--- config.mk ---
export PLATFORM = sky130hd
export DESIGN_NAME = arbitro_round_robin
export DESIGN_NICKNAME = d
export VERILOG_FILES = /design/src/rtl/arbitro_round_robin.sv
export SDC_FILE = /design/constraint.sdc
export NUM_CORES = 1
export LEC_CHECK = 0
export BUFFER_PORTS_ARGS = -buffer_cell sky130_fd_sc_hd__buf_2
export CAP_MARGIN = 20
export CORE_ASPECT_RATIO = 1.4
export CORE_MARGIN = 4
export CORE_UTILIZATION = 50
export DETAILED_ROUTE_END_ITERATION = 10
export PLACE_DENSITY = 0.78
export SLEW_MARGIN = 20
export SYNTH_ARGS = -nofsm -noshare
export SYNTH_HDL_FRONTEND = slang
export SYNTH_SLANG_ARGS = --single-unit
--- constraint.sdc ---
create_clock -name clk -period 4 [get_ports clk]
set_input_delay 0.8 -clock clk [delete_from_list [all_inputs] [get_ports clk]]
set_output_delay 0.8 -clock clk [all_outputs]
set_load 0.01 [all_outputs]
--- src/rtl/arbitro_round_robin.sv ---
// Round-robin arbiter for four input FIFOs feeding a 4:1 mux. It pops one non-empty lane per cycle
// and issues the matching downstream push and mux select one cycle later.
module arbitro_round_robin #(
  parameter int unsigned COUNT_WIDTH = 8
) (
  input  logic                   clk,
  input  logic                   reset_L,
  input  logic                   enb,
  input  logic [3:0]             vacio_in,
  input  logic                   casi_lleno_out,
  output logic [3:0]             pop,
  output logic                   push_out,
  output logic [1:0]             selector_mux,
  output logic [1:0]             estado,
  output logic [COUNT_WIDTH-1:0] cuenta0,
  output logic [COUNT_WIDTH-1:0] cuenta1,
  output logic [COUNT_WIDTH-1:0] cuenta2,
  output logic [COUNT_WIDTH-1:0] cuenta3
);

  typedef enum logic [1:0] {
    StInit   = 2'b00,
    StIdle   = 2'b01,
    StActive = 2'b10
  } state_e;

  state_e                 state_q;
  logic [1:0]             ptr_q;
  logic [COUNT_WIDTH-1:0] cnt_q [4];

  logic       any_ready;
  logic       grant;
  logic       found;
  logic [1:0] cand;
  logic [1:0] gnt_lane;

  assign any_ready = (vacio_in != 4'hF);
  assign grant     = (state_q == StActive) && enb && !casi_lleno_out && any_ready;

  // Search starts just after the last granted lane, so it wraps to itself last.
  always_comb begin
    found    = 1'b0;
    cand     = ptr_q;
    gnt_lane = ptr_q;
    for (int unsigned k = 1; k <= 4; k++) begin
      cand = ptr_q + 2'(k);
      if (!found && !vacio_in[cand]) begin
        found    = 1'b1;
        gnt_lane = cand;
      end
    end
  end

  // Mealy pop: the FIFO read is registered, so the word reaches the mux next cycle.
  assign pop = grant ? (4'b0001 << gnt_lane) : 4'b0000;

  always_ff @(posedge clk or negedge reset_L) begin
    if (!reset_L) begin
      state_q      <= StInit;
      ptr_q        <= 2'd3;
      push_out     <= 1'b0;
      selector_mux <= 2'd0;
      for (int i = 0; i < 4; i++) cnt_q[i] <= '0;
    end else begin
      case (state_q)
        StInit:   state_q <= StIdle;
        StIdle:   if (enb && any_ready) state_q <= StActive;
        StActive: if (!enb || !any_ready) state_q <= StIdle;
        default:  state_q <= StInit;
      endcase
      push_out <= grant;
      if (grant) begin
        ptr_q        <= gnt_lane;
        selector_mux <= gnt_lane;
        // Saturate instead of wrapping; the grant itself is never withheld.
        if (cnt_q[gnt_lane] != '1) cnt_q[gnt_lane] <= cnt_q[gnt_lane] + COUNT_WIDTH'(1);
      end
    end
  end

  assign estado  = state_q;
  assign cuenta0 = cnt_q[0];
  assign cuenta1 = cnt_q[1];
  assign cuenta2 = cnt_q[2];
  assign cuenta3 = cnt_q[3];

endmodule

# [After elaboration in Yosys (flattened, before gate mapping)]
# Cells that the tools add are included.
[classes] add_sub_neg=4 n_lt_le_gt_ge=6 n_eq_ne=6 n_shift=1 mux=25 n_bitwise=1 n_reduce_logical=20
[op_table] cell="32-bit bitwise mux" n=1
[op_table] cell="8-bit 2-to-1 mux" n=3
[op_table] cell="8-bit binary-select mux with 2-bit select" n=1
[op_table] cell="8-bit demux with 2-bit select" n=1
[op_table] cell="2-bit by 3-bit less-than comparator with 1-bit output, second input constant" n=4
[op_table] cell="2-bit 2-to-1 mux" n=6
[op_table] cell="8-bit by 1-bit adder with 8-bit output, second input constant" n=1
[op_table] cell="1-bit binary-select mux with 2-bit select" n=4
[op_table] cell="1-bit logical AND" n=8
[op_table] cell="1-bit logical NOT" n=8
[op_table] cell="8-bit != test, second input constant" n=1
[op_table] cell="1-bit 2-to-1 mux" n=7
[op_table] cell="2-bit case mux with 3 select lines" n=1
[op_table] cell="2-bit adder, second input constant" n=2
[op_table] cell="4-bit 2-to-1 mux" n=1
[op_table] cell="4-bit != test, second input constant" n=1
[op_table] cell="2-bit AND reduction" n=2
[op_table] cell="1-bit by 2-bit left shift with 4-bit output, first input constant" n=1
[op_table] cell="3-bit greater-or-equal comparator, second input constant" n=1
[op_table] cell="3-bit by 1-bit less-than comparator with 1-bit output, second input constant" n=1
[op_table] cell="2-bit NOT with 3-bit output" n=1
[op_table] cell="2-bit by 1-bit adder with 2-bit output, second input constant" n=1
[op_table] cell="2-bit by 1-bit == test with 1-bit output, second input constant" n=1
[op_table] cell="2-bit == test, second input constant" n=1
[op_table] cell="4 further kinds" n=4
[word_totals] reg_bits=39 input_bits=8 out_inout_bits=41 elab_cells=71

# [Longest topological paths before layout]
# Gate-level depths: netlist (run 1).
[depth] ltp_word=18 depth_mapped=15 depth_no_buf=12

# [Worst setup path after synthesis (run 1)]
# OpenSTA, ideal clock, no wires.
[synth_path] path_kind="input to register" start="input vacio_in[1]" end="register cnt_q (netlist bit cuenta0[0])" setup_time_ps=127 t_arrival_ps=3339 required_time_ps=3873 slack_ps=533 stages=14 n_path_buf=2 path_cell_list="o21bai_1 > a21oi_1 > a211oi_2 > buf_2 > a21oi_1 > a22o_1 > inv_1 > ha_1 > inv_1 > a221oi_2 > and2_0 > clkbuf_1 > a21oi_1 > mux2_1"
[synth_between] elab_chain_cells=17 elab_cells_between_ends=38 classes_between="1 x add/sub; 2 x order compare; 2 x eq/ne; 21 x mux; 1 x bitwise; 11 x reduce/logical"
[synth_rtl] item="from (decl)" line="9" rtl="input logic [3:0] vacio_in,"
[synth_rtl] item="1-bit binary-select mux with 2-bit select" line="47" rtl="if (!found && !vacio_in[cand]) begin"
[synth_rtl] item="1-bit 2-to-1 mux (implied by the code)" line="47"
[synth_rtl] item="1-bit logical NOT" line="47"
[synth_rtl] item="1-bit logical AND" line="47"
[synth_rtl] item="1-bit 2-to-1 mux" line="47"
[synth_rtl] item="1-bit logical NOT" line="47"
[synth_rtl] item="1-bit logical AND" line="47"
[synth_rtl] item="1-bit 2-to-1 mux" line="47"
[synth_rtl] item="1-bit logical NOT" line="47"
[synth_rtl] item="1-bit logical AND" line="47"
[synth_rtl] item="2-bit 2-to-1 mux" line="47"
[synth_rtl] item="2-bit NOT with 3-bit output (implied by the code)" line="76" rtl="if (cnt_q[gnt_lane] != '1) cnt_q[gnt_lane] <= cnt_q[gnt_lane] + COUNT_WIDTH'(1);"
[synth_rtl] item="8-bit binary-select mux with 2-bit select, or another cell as far along" line="76"
[synth_rtl] item="8-bit 2-to-1 mux (implied by the code) or 1-bit logical AND (tied branches)" line="76"
[synth_rtl] item="8-bit 2-to-1 mux (implied by the code)" line="76"
[synth_rtl] item="8-bit by 1-bit adder with 8-bit output, or another cell as far along" line="76"
[synth_rtl] item="32-bit bitwise mux or 2-bit AND reduction (tied branches)"
[synth_rtl] item="to (decl)" line="29" rtl="logic [COUNT_WIDTH-1:0] cnt_q [4];"
# Several ways; a longest one is shown, not always the timed one. The select of a mux whose other input is x is not followed.
# A chain may end at the register's enable or synchronous reset.

# [Worst setup path in the final report (run 1)]
[layout_path] start="input vacio_in[1]" end="register cnt_q (netlist bit cuenta3[0])"
# The elaborated chain is that of the path after synthesis.

==> out/results.txt, run 1 <==
status - completed
CP max stage delay - 0.56 ns
fin util - 61.2%
vias in the first global route - 1902
wire length on met2 - 2.68 mm
total of warnings raised by yosys - 0
CP Capture Type - register
core area - 0.00420 sq mm
Pre-antenna DRT Iters - 4
Synth Flop Type - dfrtp_1
mean post-synth cell area - 10.1 sq um
IO Count - 49
largest net degree at the start of global routing - 40
Yosys reg bits - 39
HP Start - selector_mux[1]
library cells used by synthesis - 40
layout net count - 279
die area - 0.00546 sq mm
Slew headroom - 44.7%
worst flop-to-flop path startpoint - ptr_q[1]
uppermost layer routed - met4
ant diodes - 0
Final Hold Fails - 0
Simple-Gate Fraction of Synth Area - 13.9%
max-cap viol count - 0
clk slew on worst S/H paths - 0.07 ns
H-tree levels - 2
EDFF count, synth - 0
clock skew - 0.00455 ns
post-cts sizing count - 0
met3 wire len - 247 microns
post-synthesis mux area share - 16.1%
Routed Wire Length - 5.18 mm
Clock Path Buffers - 2
Worst VDD drop - 0.000372 V
crit path DAT - 3.57 ns
wl on met1 - 2.14 mm
worst r2r dst - cuenta3[2]
All-Layer GR Usage - 20.7%
Worst Path Required - 4.18 ns
commonest non-fill, non-tap cell in the layout - buf_2
leak pwr - 1.32 nW
type of the worst setup path - in2reg
TritonCTS buffer count - 5
CP max-delay cell - nor4_2
worst-margin pin slew - 0.829 ns
largest family of logic cells by synthesized area - compound AO/OA/AOI/OAI gates
most frequent cells in the layout - buf_2 (48), dfrtp_1 (37), nand2_1 (24)
DR WL/cell - 16.5 microns
CTS tree - done
TritonCTS Sinks - 39
share of cells above drive strength 1 - 32.2%
vias post-DR - 1903
DR iter-0 viols - 65
min cycle time layout - 3.39 ns
first-pass GRT wire length - 8.80 mm
total global routing overflow - 0
initial antenna violation count - 0
DIE HEIGHT - 85.8 microns
buffer count from post-CTS setup fixing - 0
worst path cell trace - buf_2, o21bai_1, a21oi_1, a211oi_2, buf_4, mux2_2, nor4_2, a21oi_1, mux2_1
Detailed Place HPWL - 3.97 mm
Mapped Cells - 215
cts-stage hold buffer count - 0
Port Buf Inserts - 48
Area Growth Syn to Fin - 18.9%
hold path cells - 1
Slew Viols, Final - 0
Worst setup SP type - input port
RSZ-0062 raised after global routing - no
Setup violations, final - 0
XOR/XNOR Fraction of Synth Area - 1.62%
Placed Instances - 308
Buf/Inv on CP - 2
Synthesized Nets - 224
reg2reg path depth - 12
Crit path max-delay family - compound AO/OA/AOI/OAI gates
worst skew pair latency - 0.29 ns
crit-path max FO - 9
setup_tns - 0 ns
Mapped Area - 0.00216 sq mm
drt via density - 6.04
Starting Density - 51.5%
FFs w/ async S/R, synth - 100%
root buf cell - clkbuf_8
sequential fraction of the synthesis area - 45.2%
Min-Delay Path Class - reg2reg
max frequency - 295 MHz
Compound-Gate Fraction of Synth Area - 18.4%
# rows - 28
Hold Crit Endpoint - selector_mux[1]
Period Utilization, post-route - 84.8%
Power Dens Cells - 706 mW/mm^2
CP most frequent cell - a21oi_1
Non-Filler Instances - 315
Worst R2R Setup Slack - 0.64 ns
die width - 63.6 microns
gp weighted congestion - 0.894
Final ANT Viol Nets - 0
post-synthesis adder-cell area fraction - 1.04%
residual DRC count - 0
worst hold slack - 0.482 ns
[where the power goes]
part | switching [mW] | internal [mW]
clock | 0.128 | 0.135
sequential | 0.105 | 0.526
combinational | 0.543 | 0.379
total | 0.776 | 1.04
[registers in the layout, summed over array words and instances, names as in the netlist]
signal and cells:
cuenta0 8, cuenta1 8, cuenta2 8, cuenta3 8, estado 2, ptr_q 2
push_out 1, selector_mux 2
[per-stage QoR]
| stage | power (mW) | setup slack, ns | area, sq um |
|---|---|---|---|
| 2_1_floorplan | 1.23 | 0.533 | 2160 |
| 5_1_grt | 1.95 | 0.379 | 2570 |
| 4_1_cts | 1.83 | 0.628 | 2570 |
| 6_report | 1.82 | 0.608 | 2570 |
| 3_5_place_dp | 1.56 | 0.344 | 2480 |
| 3_3_place_gp | 1.54 | 0.431 | 2480 |
[worst reg2reg max path, cell delays in order, from the launching register on]
cell	delay (ns)
dfstp_2	0.60
nand2b_1	0.12
a21oi_1	0.07
or3_1	0.44
buf_4	0.23
nand2_1	0.10
a22oi_1	0.11
ha_1	0.22
inv_1	0.08
a221oi_2	0.05
and2_0	0.28
a21oi_1	0.55
mux2_2	0.41
[area by class of cell]
type / count / area (sq um)
tap: 45 / 56.3
multi-input combinational: 156 / 1100
clock buffer: 6 / 82.6
inverter: 12 / 45.0
timing repair buffer: 56 / 300
fill: 383 / 1630
clock inverter: 1 / 5.00
sequential: 39 / 978
[cell families after synthesis]
logic type | after synthesis
muxes | 32
DFF | 39
AOI/OAI and AO/OA | 60
xor gates and xnor gates | 4
buffers and inverters | 20
adders and majority gates | 2
and+or+nand+nor | 58
[synth_stat cells, drive strengths merged (3+ instances only)]
| master | n | area, sq um |
|---|---|---|
| o211ai | 6 | 45.0 |
| or4 | 8 | 60.1 |
| nand2 | 24 | 90.1 |
| buf | 4 | 20.0 |
| o21ai | 11 | 55.1 |
| nand3 | 7 | 35.0 |
| mux2i | 10 | 100 |
| xnor2 | 4 | 35.0 |
| mux2 | 22 | 248 |
| a22oi | 4 | 30.0 |
| a22o | 3 | 26.3 |
| o221ai | 4 | 35.0 |
| nand2b | 3 | 18.8 |
| inv | 12 | 45.0 |
| clkbuf | 4 | 15.0 |
| a21oi | 20 | 100 |
| dfrtp | 37 | 926 |
| nor2 | 4 | 15.0 |
[worst max path at each step]
stage | to | slack (ns) | start | cells past startpoint
after floorplan | cuenta0[0] | 0.53 | vacio_in[1] | 14
after global placement | cuenta3[0] | 0.43 | vacio_in[1] | 9
after detailed placement | cuenta3[2] | 0.34 | vacio_in[3] | 13
after CTS | pop[0] | 0.63 | ptr_q[1] | 8
after global routing | cuenta3[0] | 0.38 | ptr_q[1] | 12
final | cuenta3[0] | 0.61 | vacio_in[1] | 9
[metal layers]
layer	vias to the layer above	global-route usage [%]
met1	925	24.4
met3	9	4.59
li1	916	-
met4	0	12.2
met2	53	34.4
met5	-	0
No activity file was read; power rests on OpenSTA's default activity.
==> run 2, diff against run 1 <==
ABC_AREA = 1   (was unset)
PLACE_DENSITY = 0.8   (was 0.78)
clock period = 2.9 ns   (was 4 ns; I/O delays follow)
==> run 2 against run 1 <==
Compared with the run above:
- setup slack lost 0.56 ns
- sequential share of layout area decreased by 6.0 points
- synthesized area up 11%
- first-iteration DRC count is 150% higher
- register-to-register slack worse by 0.56 ns
- sequential power rose by 31%
- critical path type is now reg2out
- highest routed layer unchanged
==> out/results.txt, run 2 <==
vias in the first global route - 2304
Mapped Area - 0.00239 sq mm
root buf cell - clkbuf_8
residual DRC count - 0
type of the worst setup path - reg2out
initial antenna violation count - 0
Final Hold Fails - 0
first-pass GRT wire length - 10.4 mm
CTS tree - done
Clock Path Buffers - 2
Pre-antenna DRT Iters - 4
Starting Density - 52.4%
Port Buf Inserts - 48
footprint of the multi-input gates - 0.00133 sq mm
CP Capture Type - primary output
library cells used by synthesis - 27
gp weighted congestion - 0.903
worst-margin pin slew - 0.857 ns
status - completed
clk slew on worst S/H paths - 0.08 ns
cell internal pwr - 1.75 mW
Area Growth Syn to Fin - 27.4%
XOR/XNOR Fraction of Synth Area - 1.41%
total of warnings raised by yosys - 0
min cycle time layout - 2.85 ns
crit path DAT - 2.27 ns
leak pwr - 1.75 nW
Synthesized Nets - 355
crit-path max FO - 12
Fillers - 416
worst hold slack - 0.382 ns
power consumption - 3.55 mW
Routed Wire Length - 6.50 mm
layout net count - 428
Worst VDD drop - 0.000658 V
TritonCTS buffer count - 5
count leader, synth - nand2_1
Power Dens Cells - 1160 mW/mm^2
commonest non-fill, non-tap cell in the layout - nand2_1
Synth area leaders - dfrtp_1 (39%), nand2_1 (29%), inv_1 (6.0%), nand3_1 (5.2%), nand2_4 (2.8%)
drt via density - 5.00
Final ANT Viol Nets - 0
clock skew - 0.0118 ns
largest family of logic cells by synthesized area - simple AND/OR/NAND/NOR gates
Min-Delay Path Class - in2async
Synth area leader - dfrtp_1
die area - 0.00598 sq mm
DR WL/cell - 13.5 microns
met3 wire len - 395 microns
IO Count - 49
largest net degree at the start of global routing - 40
post-synthesis mux area share - 0%
Yosys reg bits - 39
most frequent cells in the layout - nand2_1 (182), buf_2 (49), dfrtp_1 (37)
Comb power frac - 66.4%
Sw Share - 50.6%
DR iter-0 viols - 161
Detailed Place HPWL - 4.57 mm
top cells by count, synth - nand2_1 (184), inv_1 (38), dfrtp_1 (37)
Worst Path Required - 2.32 ns
Compound-Gate Fraction of Synth Area - 3.61%
max frequency - 351 MHz
sequential share of power - 23.4%
Mapped Cells - 346
power share of the clock group - 10.2%
Slew headroom - 42.9%
register area - 978 sq um
All-Layer GR Usage - 22.2%
die width - 66.5 microns
Worst setup SP type - register
share of cells above drive strength 1 - 27.9%
uppermost layer routed - met4
total global routing overflow - 0
Setup violations, final - 0
switching component of the power - 1.80 mW
wire length on met2 - 3.40 mm
EDFF count, synth - 0
max-cap viol count - 0
worst skew pair latency - 0.30 ns
post-synthesis adder-cell area fraction - 0.522%
mean post-synth cell area - 6.92 sq um
Period Utilization, post-route - 98.2%
sequential fraction of the synthesis area - 40.9%
Simple-Gate Fraction of Synth Area - 45.3%
wl on met1 - 2.57 mm
RSZ-0062 raised after global routing - yes
FFs w/ async S/R, synth - 100%
core area - 0.00457 sq mm
Synth Flop Type - dfrtp_1
ant diodes - 0
vias post-DR - 2411
TritonCTS Sinks - 39
Slew Viols, Final - 0
DIE HEIGHT - 89.9 microns
H-tree levels - 2
post-synth top area share - 38.7%
# rows - 29
-- run 2: cell types whose count changed after synthesis, moves of 5 or more --
cell	change
o21ai_0	-7
o211ai_1	-5
nand2_4	+6
inv_1	+26
or4_1	-8
nand2_1	+160
mux2i_1	-10
nand3b_1	+7
nand3_1	+18
mux2_2	-19
nand2_2	+6
a21oi_1	-18
-- run 2: kinds of logic after synthesis --
logic type | Yosys count
AOI/OAI and AO/OA | 13
adders and majority gates | 1
buffers and inverters | 47
DFF | 39
and+or+nand+nor | 243
xor gates and xnor gates | 3
-- run 2: per-layer routing --
layer | global-route usage (%) | up-vias
met5 | 0 | -
met4 | 10.5 | 0
met3 | 4.11 | 12
met2 | 37.0 | 83
met1 | 26.9 | 1114
li1 | - | 1202
-- run 2: timing repair --
item                                    in CTS  in global routing
setup buffers                                4                  6
endpoints found under the setup margin       3                 36
cloned                                       0                  0
resized for setup                            2                 23
pin swaps                                    0                  5
hold buffers                                 0                  0
-- run 2: path summary, 6_finish.rpt --
| kind | from | end | slack (ns) | cells past startpoint |
|---|---|---|---|---|
| min in group clk | casi_lleno_out | push_out | 0.48 | 2 |
| worst max register to register | ptr_q[0] | cuenta3[6] | 0.08 | 18 |
| worst min-delay path | reset_L | cuenta0[7] | 0.38 | 1 |
| worst min register to register | selector_mux[0] | selector_mux[0] | 0.49 | 2 |
| max in group asynchronous | reset_L | cuenta3[2] | 1.97 | 1 |
| worst max-delay path | ptr_q[0] | pop[3] | 0.05 | 13 |
-- run 2: stage by stage --
step	TNS (ns)	setup WS, ns	instances	cell area [sq um]	utilization, %
after floorplan	0	0.491	346	2390	-
after global placement	0	0.165	464	2770	60.6
after detailed placement	0	0.0852	464	2770	60.6
after CTS	0	0.0311	476	2900	63.4
after global routing	-2.06	-0.104	482	3050	66.7
final	0	0.0523	482	3050	66.7
-- run 2: cell type report --
class	count	area share (%)
inverters	42	5.33
clock buffers	6	2.38
repair buffers	71	13.6
clock inverters	2	0.410
flip-flops and latches	39	32.1
well taps	62	2.54
multi-input cells	260	43.7
-- run 2: worst max-delay path, stage by stage (launching register included) --
cell,delay (ns)
dfstp_2,0.56
buf_2,0.15
buf_4,0.12
nand2_1,0.07
nand3_1,0.09
nand2_1,0.07
nand2_2,0.09
nand3_4,0.09
nand2_8,0.13
inv_1,0.09
nor2_4,0.14
nand2_1,0.10
inv_2,0.12
buf_2,0.14
-- run 2: power by group through the flow --
stage	sequential, mW	clock, mW	combinational, mW
3_5_place_dp	0.854	0	2.00
3_3_place_gp	0.848	0	1.96
4_1_cts	0.838	0.370	2.10
6_report	0.830	0.363	2.36
5_1_grt	0.853	0.395	2.62
2_1_floorplan	0.881	0	1.41
==> run 3, diff against run 2 <==
ABC_AREA = unset   (was 1)
CORE_UTILIZATION = 48   (was 50)
PLACE_DENSITY = 0.78   (was 0.8)
==> run 3 against run 2 <==
Compared with the run above:
- the run now ends with setup timing left
- wire length fell by 7.6%
- critical path depth is 3 lower
- total power down 12%
- clock skew fell by 0.0044 ns
- largest cell class unchanged
- utilization grew 5.2 points
- flip-flop and latch count stayed put
- fmax down 2.3%
- first-iteration DRC count is 11% lower
- sequential power up 5.3%
- register-to-register slack got worse by 0.09 ns
==> out/results.txt, run 3 (synthesis results as in run 1) <==
Non-Filler Instances - 364
commonest non-fill, non-tap cell in the layout - buf_2
type of the worst setup path - reg2reg
Pre-antenna DRT Iters - 4
TritonCTS buffer count - 5
Setup WS post-layout - -0.0139 ns
CP max stage delay - 0.57 ns
Area after DPL - 0.00286 sq mm
CP most frequent cell - mux2_4
Final ANT Viol Nets - 0
die width - 64.7 microns
worst skew pair latency - 0.30 ns
Sw Share - 41.2%
Worst Path Required - 3.09 ns
Routed Wire Length - 6.01 mm
Final Hold Fails - 0
switching component of the power - 1.29 mW
largest net degree at the start of global routing - 40
fin util - 71.9%
All-Layer GR Usage - 23.0%
Min-Delay Path Class - in2async
cell internal pwr - 1.85 mW
vias post-DR - 2096
RSZ-0062 raised after global routing - yes
Slew Viols, Final - 0
post-route cell area - 0.00310 sq mm
layout net count - 312
root buf cell - clkbuf_8
drt via density - 5.76
residual DRC count - 0
gp weighted congestion - 0.809
worst path cell trace - nand2b_4, a21oi_2, or3_4, buf_12, mux2i_2, mux2_4, nor4_4, buf_4, a21oi_4, mux2_4
Power Dens Cells - 1010 mW/mm^2
CP max-delay cell - dfstp_2
TritonCTS Sinks - 39
Area Growth Syn to Fin - 43.3%
total global routing overflow - 0
worst-margin pin slew - 0.826 ns
crit path DAT - 3.10 ns
DP Worst Slack - -0.161 ns
initial antenna violation count - 0
most frequent cells in the layout - buf_2 (48), dfrtp_1 (37), buf_4 (37)
core area - 0.00431 sq mm
share of cells above drive strength 1 - 49.3%
min cycle time layout - 2.91 ns
CP Capture Type - register
IO Count - 49
Port Buf Inserts - 48
worst flop-to-flop path startpoint - ptr_q[1]
DIE HEIGHT - 87.4 microns
start point of the critical path - ptr_q[1]
Setup violations, final - 5
DR iter-0 viols - 143
Placed Instances - 353
sequential share of power - 27.9%
max frequency - 343 MHz
Worst VDD drop - 0.000644 V
# rows - 28
H-tree levels - 2
ant diodes - 0
Period Utilization, post-route - 100%
power share of the clock group - 13.0%
vias in the first global route - 2195
clk slew on worst S/H paths - 0.08 ns
clock skew - 0.00739 ns
CTS tree - done
DR WL/cell - 16.5 microns
Worst setup SP type - register
Starting Density - 50.2%
Clock Path Buffers - 2
die area - 0.00566 sq mm
crit-path max FO - 5
Slew headroom - 45.0%
violated checks - setup timing
status - finished with violations
leak pwr - 1.54 nW
first-pass GRT wire length - 10.1 mm
Comb power frac - 59.1%
Detailed Place HPWL - 4.44 mm
max-cap viol count - 0
[run 3: power groups by stage]
stage | sequential [mW] | clock (mW) | combinational [mW]
floorplan | 0.933 | 0 | 0.902
global placement | 0.875 | 0 | 1.62
detailed placement | 0.880 | 0 | 1.66
CTS | 0.871 | 0.413 | 1.69
global route | 0.904 | 0.443 | 2.00
finish | 0.874 | 0.408 | 1.85
[run 3: what timing repair did]
action,in CTS,in global routing
hold buffers,0,0
pin swaps,3,9
resized for setup,5,19
gates cloned,0,1
endpoints found under the setup margin,10,35
buffers inserted,1,3
[run 3: path summary, 6_finish.rpt]
kind	cells past startpoint	to	slack, ns
min in group clk	2	selector_mux[0]	0.51
max in group asynchronous	1	cuenta2[5]	2.00
min	1	cuenta1[1]	0.38
min reg2reg	2	selector_mux[0]	0.51
max	10	cuenta0[3]	-0.01
max reg2reg	10	cuenta0[3]	-0.01
[run 3: final cells by class]
cell class / count / area (sq um)
sequential: 39 / 978
clock inverter: 1 / 7.51
timing repair buffer: 89 / 594
tap: 60 / 75.1
fill: 331 / 1210
inverter: 12 / 47.5
multi-input combinational: 156 / 1300
clock buffer: 7 / 96.3
[run 3: metal layers]
metal	vias to the layer above	track usage, %	part of all wire (%)
li1	975	-	-
met1	1031	25.5	39
met2	64	41.5	52
met3	26	4.01	4.2
met4	0	12.1	4.3
met5	-	0	0
[run 3: through the flow]
stage	power, mW	setup TNS (ns)	hold slack, ns
2_1_floorplan	1.83	-0.586	0.284
3_3_place_gp	2.50	-2.33	0.456
3_5_place_dp	2.54	-3.11	0.502
4_1_cts	2.98	0	0.405
5_1_grt	3.35	-1.17	0.442
6_report	3.14	-0.0538	0.375
[run 3: critical path, delay by kind of cell, from the launching register on]
kind / cells / cell delay [ns]
AO/OA/AOI/OAI: 2 / 0.15
flip-flops: 1 / 0.57
multiplexers: 3 / 0.76
AND/OR/NAND/NOR: 3 / 0.97
buffers and inverters: 2 / 0.35
